### src/rtl/pixel_mixer.sv
// Pixel mixer: once the background, foreground and sprite engines report
// ready, sweep one row of pixel addresses across their shared read port,
// resolve layer priority and transparency per pixel, and write the winning
// {layer, palette, color} word into the row buffer.
module pixel_mixer #(
    parameter int ROW_WIDTH = 320,
    parameter int PIPE_LAT  = 2
) (
    input  logic        clk,
    input  logic        rst_n,
    input  logic        prep,
    input  logic        bgr_done,
    input  logic        fgr_done,
    input  logic        spr_done,
    output logic [8:0]  pixel_addr,
    input  logic [8:0]  bgr_pixel_data,
    input  logic [8:0]  fgr_pixel_data,
    input  logic [8:0]  spr_pixel_data,
    input  logic [1:0]  spr_pixel_prio,
    output logic [8:0]  rowbuf_wraddr,
    output logic [10:0] rowbuf_wrdata,
    output logic        rowbuf_wren,
    output logic        done
);

    localparam logic [8:0] LAST_ADDR = 9'(ROW_WIDTH - 1);
    localparam int         CNT_W     = $clog2(PIPE_LAT + 1);

    typedef enum logic [2:0] {
        ST_IDLE,
        ST_WAIT,
        ST_MIX,
        ST_DRAIN,
        ST_DONE
    } state_t;

    state_t            state;
    state_t            next_state;
    logic [CNT_W-1:0]  drain_cnt;
    logic              mix_active;
    logic              done_next;
    logic              pipe_valid [PIPE_LAT];
    logic [8:0]        pipe_addr  [PIPE_LAT];
    logic              bg_vis;
    logic              fg_vis;
    logic              spr_vis;
    logic [10:0]       mix_word;

    assign bg_vis  = (bgr_pixel_data[3:0] != 4'd0);
    assign fg_vis  = (fgr_pixel_data[3:0] != 4'd0);
    assign spr_vis = (spr_pixel_data[3:0] != 4'd0);

    // State register
    always_ff @(posedge clk or negedge rst_n) begin
        if (!rst_n) begin
            state <= ST_IDLE;
        end else begin
            state <= next_state;
        end
    end

    // Next-state logic; prep always restarts the row handshake, and the
    // engine done levels are only looked at from the cycle after prep
    always_comb begin
        next_state = state;
        if (prep) begin
            next_state = ST_WAIT;
        end else begin
            case (state)
                ST_IDLE:  next_state = ST_IDLE;
                ST_WAIT:  if (bgr_done && fgr_done && spr_done) next_state = ST_MIX;
                ST_MIX:   if (pixel_addr == LAST_ADDR) next_state = ST_DRAIN;
                ST_DRAIN: if (drain_cnt == CNT_W'(PIPE_LAT - 1)) next_state = ST_DONE;
                ST_DONE:  next_state = ST_DONE;
                default:  next_state = ST_IDLE;
            endcase
        end
    end

    // Output decode: which cycles issue a live address and when done is due
    always_comb begin
        mix_active = (state == ST_MIX);
        done_next  = (state == ST_DONE) && !prep;
    end

    // Counts the cycles spent waiting for the last reads to come back
    always_ff @(posedge clk or negedge rst_n) begin
        if (!rst_n) begin
            drain_cnt <= '0;
        end else if (state == ST_DRAIN && !prep) begin
            drain_cnt <= drain_cnt + 1'b1;
        end else begin
            drain_cnt <= '0;
        end
    end

    // Address sweep; restarts at zero on every prep and holds after the last pixel
    always_ff @(posedge clk or negedge rst_n) begin
        if (!rst_n) begin
            pixel_addr <= 9'd0;
        end else if (prep) begin
            pixel_addr <= 9'd0;
        end else if (mix_active && pixel_addr != LAST_ADDR) begin
            pixel_addr <= pixel_addr + 9'd1;
        end
    end

    // Tracks each issued address until its engine data becomes valid
    always_ff @(posedge clk or negedge rst_n) begin
        if (!rst_n) begin
            for (int i = 0; i < PIPE_LAT; i++) begin
                pipe_valid[i] <= 1'b0;
                pipe_addr[i]  <= 9'd0;
            end
        end else if (prep) begin
            for (int i = 0; i < PIPE_LAT; i++) begin
                pipe_valid[i] <= 1'b0;
            end
        end else begin
            pipe_valid[0] <= mix_active;
            pipe_addr[0]  <= pixel_addr;
            for (int i = 1; i < PIPE_LAT; i++) begin
                pipe_valid[i] <= pipe_valid[i-1];
                pipe_addr[i]  <= pipe_addr[i-1];
            end
        end
    end

    // Layer resolution: the highest visible layer wins, the sprite being
    // slotted below bg, between bg and fg, or on top depending on its priority
    always_comb begin
        mix_word = 11'd0;
        if (spr_pixel_prio[1]) begin
            if (spr_vis)      mix_word = {2'b11, spr_pixel_data};
            else if (fg_vis)  mix_word = {2'b10, fgr_pixel_data};
            else if (bg_vis)  mix_word = {2'b01, bgr_pixel_data};
        end else if (spr_pixel_prio[0]) begin
            if (fg_vis)       mix_word = {2'b10, fgr_pixel_data};
            else if (spr_vis) mix_word = {2'b11, spr_pixel_data};
            else if (bg_vis)  mix_word = {2'b01, bgr_pixel_data};
        end else begin
            if (fg_vis)       mix_word = {2'b10, fgr_pixel_data};
            else if (bg_vis)  mix_word = {2'b01, bgr_pixel_data};
            else if (spr_vis) mix_word = {2'b11, spr_pixel_data};
        end
    end

    // Row buffer write port; an aborting prep suppresses any pending write
    always_ff @(posedge clk or negedge rst_n) begin
        if (!rst_n) begin
            rowbuf_wren   <= 1'b0;
            rowbuf_wraddr <= 9'd0;
            rowbuf_wrdata <= 11'd0;
        end else begin
            rowbuf_wren <= pipe_valid[PIPE_LAT-1] && !prep;
            if (pipe_valid[PIPE_LAT-1]) begin
                rowbuf_wraddr <= pipe_addr[PIPE_LAT-1];
                rowbuf_wrdata <= mix_word;
            end
        end
    end

    // Row-complete flag, raised the cycle after the final write
    always_ff @(posedge clk or negedge rst_n) begin
        if (!rst_n) begin
            done <= 1'b0;
        end else begin
            done <= done_next;
        end
    end

endmodule

### config.mk
export PLATFORM = sky130hd
export DESIGN_NAME = pixel_mixer
export DESIGN_NICKNAME = d
export VERILOG_FILES = /design/src/rtl/pixel_mixer.sv
export SDC_FILE = /design/constraint.sdc
export NUM_CORES = 1
export LEC_CHECK = 0
export CELL_PAD_IN_SITES_DETAIL_PLACEMENT = 1
export CELL_PAD_IN_SITES_GLOBAL_PLACEMENT = 1
export CORE_ASPECT_RATIO = 0.75
export CORE_UTILIZATION = 41
export DETAILED_ROUTE_END_ITERATION = 6
export GPL_TIMING_DRIVEN = 0
export PLACE_DENSITY = 0.84
export SETUP_SLACK_MARGIN = 0.15
export SYNTH_ARGS = -nofsm -noshare
export SYNTH_HDL_FRONTEND = slang
export SYNTH_SLANG_ARGS = --single-unit
### constraint.sdc
create_clock -name clk -period 3.15 [get_ports clk]
set_input_delay 0.4725 -clock clk [delete_from_list [all_inputs] [get_ports clk]]
set_output_delay 0.4725 -clock clk [all_outputs]
set_load 0.01 [all_outputs]
Yosys cells after proc, flatten, opt, wreduce, memory -nomap -nowiden
Index checks and enable logic that the tools add are counted.
{ "classes": {"addsub": 2, "n_eq_ne": 10, "mux": 19, "reduce_logical": 12} }
{ "ops": {"columns": ["cell", "count"], "rows": [
  ["$mux 11", 9],
  ["$mux 9", 2],
  ["$mux 3", 4],
  ["$pmux 3 s4", 1],
  ["$reduce_bool 4->1", 3],
  ["$mux 10", 1],
  ["$add 9x1->9 const B", 1],
  ["$eq 9x9->1 const B", 1],
  ["$ne 9x9->1 const B", 1],
  ["$eq 3x2->1 const B", 2],
  ["$logic_and 1x1->1", 6],
  ["$ne 3x3->1 const B", 2],
  ["$mux 2", 2],
  ["$eq 3x1->1 const B", 1],
  ["$eq 3x3->1 const B", 1],
  ["$ne 3x2->1 const B", 1],
  ["$reduce_and 3->1", 1],
  ["$add 2x1->2 const B", 1],
  ["$eq 2x1->1 const B", 1],
  ["$reduce_bool 2->1", 1],
  ["$logic_not 1->1", 1]
]} }
{ "totals": {"regBits": 56, "input_bits": 35, "out_inout_bits": 31, "wordCells": 54} }

Logic depth before layout (Yosys ltp)
{ "logic_depth": {"ltp_word": 6, "depth_mapped": 6, "depth_no_buf": 5} }

Worst setup path before layout
Ideal clock, no wire load.
{ "synth_path": {"path_type": "input to register", "start": "in fgr_pixel_data[1]", "end": "reg rowbuf_wrdata[4]", "setup_time_ns": 0.082, "arrival_time_ns": 2.038, "t_required_ns": 3.068, "slack_ns": 1.030, "cell_stages": 6, "n_path_buf": 2, "cell_sequence": "buf_4 -> or4_4 -> buf_6 -> or3_4 -> o221a_1 -> a31oi_1"} }
{ "synth_between": {"elab_chain_len": 4, "word_cells_on_any_way": 7, "cone_classes": "6 x mux; 1 x reduce/logical"} }
{ "synth_rtl": {"columns": ["item", "line_no", "text"], "rows": [
  ["from (decl)", "17", "input logic [8:0] fgr_pixel_data,"],
  ["$reduce_bool 4->1 *", "50", "assign fg_vis = (fgr_pixel_data[3:0] != 4'd0);"],
  ["$mux 11 (on tied branches)", "142, 135, 138", null],
  ["$mux 11 (on tied branches)", "137, 134", null],
  ["$mux 11 *", "133", "if (spr_pixel_prio[1]) begin"],
  ["to (signal assigned)", "158", "rowbuf_wrdata <= mix_word;"],
  ["to (decl)", "21", "output logic [10:0] rowbuf_wrdata,"]
]} }
Mark *: on every way between the ends. The rest lies on a longest branch, timed or not.
A chain may end at the register's enable or synchronous reset.

Worst setup path in the final report
{ "layout_path": {"start": "in bgr_pixel_data[0]", "end": "reg rowbuf_wrdata[7]"} }
{ "layout_between": {"elab_chain_len": 6, "word_cells_on_any_way": 10, "cone_classes": "9 x mux; 1 x reduce/logical"} }
{ "layout_rtl": {"columns": ["item", "line_no", "text"], "rows": [
  ["from (decl)", "16", "input logic [8:0] bgr_pixel_data,"],
  ["$reduce_bool 4->1 *", "49", "assign bg_vis = (bgr_pixel_data[3:0] != 4'd0);"],
  ["$mux 10", "136, 140", null],
  ["$mux 11", "139", "else if (spr_vis) mix_word = {2'b11, spr_pixel_data};"],
  ["$mux 11", "138", "if (fg_vis) mix_word = {2'b10, fgr_pixel_data};"],
  ["$mux 11", "137", "end else if (spr_pixel_prio[0]) begin"],
  ["$mux 11 *", "133", null]
]} }
Marked as above.

==> results.json <==
{
  "status": "finished, final reports clean",
  "ys.warnings.count": 0,
  "fin_crit_sh_pct": 78.6,
  "synthFlopType": "dfrtp_1",
  "tritoncts": "done",
  "cp-end-kind": "flip-flop",
  "cp_data_arrival_time_ps": 2700,
  "synth_cells": 249,
  "ios": 66,
  "clockBufferDepth": 2,
  "setup_viol": 0,
  "syn-cell-area_um2": 2750,
  "fmax_mhz": 404,
  "postCtsSetupBuffers": 0,
  "grt_usage_pct": 22.1,
  "antenna_found_initial": 0,
  "ant_nets": 0,
  "hpwl_um": 5470,
  "fin_nets": 353,
  "cts-htree-levels": 2,
  "final_cell_mix": "clkdlybuf4s50_1, dfrtp_1, mux2_2, nor2_1, clkbuf_1",
  "p_sw_share_pct": 23.8,
  "setup_slack_ps": 674,
  "cp_slowest_stage_delay_ps": 720,
  "skew_ps": 6.58,
  "cts_resized": 0,
  "r2r_cells": 6,
  "area_delta_synth_final_pct": 29.6,
  "ys_ff_latch": 56,
  "die_y_um": 72.9,
  "slew_viol_final": 0,
  "p_comb_share_pct": 14.2,
  "antenna_cells": 0,
  "async_flop_share_pct": 100,
  "grt_pass1_vias": 2317,
  "place_ws_ps": 344,
  "postRouteWirelength_um": 7200,
  "mostFrequentLayoutCell": "clkdlybuf4s50_1",
  "critical_path_class": "primary input to flip-flop",
  "rows": 25,
  "cp.required_ps": 3370,
  "seq_power_share_pct": 53.3,
  "wl_per_cell_um": 18.1,
  "seq_area_frac_synth_pct": 51.0,
  "critPathMaxFanout": 8,
  "p_sw_w": 0.000335,
  "dieWidth_um": 96.6,
  "slew_headroom_pct": 43.2,
  "rsz0062_at_grt": "no",
  "root_buffer": "clkbuf_8",
  "r2r_start": "pixel_addr[0]$_DFFE_PN0P_",
  "clk_pin_slew_ps": 100,
  "power.internal_w": 0.00107,
  "start_util_pct": 43.1,
  "grt_max_degree": 39,
  "cts.sinks": 56,
  "core_um2": 6380,
  "vias": 2328,
  "io_buffers": 59,
  "tightest_slew_ps": 840,
  "ir_worst_vdd_mv": 0.330,
  "synth_nets": 286,
  "cts_buffers": 5,
  "synth_edf_count": 0,
  "via_per_inst": 5.85,
  "hold_viol": 0,
  "cp_top_family": "compound AO/OA/AOI/OAI gates",
  "p_leak_nw": 1.43,
  "start_kind": "primary input",
  "gr-total-overflow": 0,
  "worstSetupStartpoint": "bgr_pixel_data[0]",
  "synth_cell_type_count": 45,
  "insertion_delay_ps": 300,
  "maxCapViolCount": 0,
  "hold_class": "primary input to async pin",
  "gp_congestion": 0.819,
  "clockPowerShare_pct": 32.6,
  "fin_util_pct": 55.8,
  "drc": 0,
  "drtPass1Iterations": 4,
  "syn_avg_cell_area_um2": 11.0,
  "fin_crit_ps": 2480,
  "critPathBufInv": 1,
  "cp.depth": 5,
  "drt_iter0_drc": 86,
  "drive_gt1_share_pct": 14.2,
  "grt_pass1_wl_um": 11800,
  "hold_buffers": 0,
  "power.density_nw_per_um2": 395,
  "die-area_um2": 7040,
  "critPathSlowestCell": "a2111oi_2",
  "crit_chain": "clkdlybuf4s50_1, or4_1, a2111oi_2, nand2_1, a31oi_1"
}
[logic make-up (layout without fill, tap and decap cells)]
logic type / Yosys count / after routing / share of synthesized area, %
multiplexers: 28 / 28 / 11.5
flip-flops: 56 / 56 / 51.0
AND/OR/NAND/NOR: 67 / 67 / 13.7
AO/OA/AOI/OAI: 70 / 70 / 18.4
buffers and inverters: 25 / 93 / 4.14
XOR/XNOR: 1 / 1 / 0.319
adder cells (fa/ha/maj): 2 / 2 / 0.910
[through the flow]
step	std cells	total power [W]	hold slack (ps)	setup TNS [ps]	area, µm²
floorplan	249	0.000845	177	0	2750
global placement	389	0.000956	430	-7760	3440
detailed placement	390	0.000965	440	0	3460
CTS	398	0.00142	107	0	3560
global route	398	0.00147	122	0	3560
finish	398	0.00141	95.7	0	3560
[area by class of cell]
cell class | count | area (µm²)
Buffer | 21 | 98.8
Clock buffer | 6 | 72.6
Clock inverter | 2 | 35.0
Fill cell | 719 | 2820
Inverter | 4 | 15.0
Multi-Input combinational cell | 168 | 1230
Sequential cell | 56 | 1400
Tap cell | 81 | 101
Timing Repair Buffer | 60 | 606
[routing by layer]
| layer | up-vias | wire, µm | global-route usage (%) |
|---|---|---|---|
| met5 | - | 0 | 0 |
| met1 | 1177 | 3620 | 33.3 |
| li1 | 1095 | - | - |
| met2 | 49 | 3280 | 33.3 |
| met4 | 0 | 51 | 5.23 |
| met3 | 7 | 252 | 3.75 |
[registers in the layout (all words and copies together), names as in the netlist]
| register | cells |
|---|---|
| pixel_addr | 9 |
| rowbuf_wrdata | 11 |
| drain_cnt | 2 |
| done | 1 |
| rowbuf_wraddr | 9 |
| pipe_addr | 18 |
| rowbuf_wren | 1 |
| state | 3 |
| pipe_valid | 2 |
[synth_stat cells, types with 2 or more instances]
library cell / n / area (µm²)
or3_1: 2 / 12.5
inv_1: 4 / 15.0
mux2_2: 28 / 315
nand3_1: 4 / 20.0
o41ai_1: 11 / 96.3
a31oi_1: 11 / 68.8
dfrtp_1: 56 / 1400
ha_1: 2 / 25.0
nor2b_1: 3 / 18.8
clkbuf_1: 14 / 52.6
o31ai_1: 4 / 30.0
buf_1: 3 / 11.3
nand2b_1: 3 / 18.8
o21ai_0: 9 / 45.0
o211ai_1: 10 / 75.1
nor3b_1: 2 / 15.0
nor2_1: 17 / 63.8
nand4_1: 2 / 12.5
or4_1: 5 / 37.5
and4_1: 2 / 17.5
a21oi_1: 12 / 60.1
o221a_1: 5 / 56.3
nor4_1: 7 / 43.8
buf_6: 2 / 22.5
nand2_1: 11 / 41.3
[final timing paths]
path,end,slack [ps]
max,rowbuf_wrdata[7]$_DFFE_PN0P_,670
min,rowbuf_wraddr[7]$_DFFE_PN0P_,100
max reg2reg,pixel_addr[3]$_DFFE_PN0P_,1040
min reg2reg,drain_cnt[0]$_DFF_PN0_,450
max in group asynchronous,pipe_addr[4]$_DFFE_PN0N_,2490
min in group clk,drain_cnt[0]$_DFF_PN0_,450
[power groups by stage]
stage                     sequential, W  clock, W  combinational [W]
after floorplan                0.000772         0          0.0000730
after global placement         0.000764         0           0.000192
after detailed placement       0.000765         0           0.000200
after CTS                      0.000751  0.000470           0.000201
after global routing           0.000754  0.000494           0.000219
final                          0.000750  0.000459           0.000200
(Power assumes the default switching activity.)
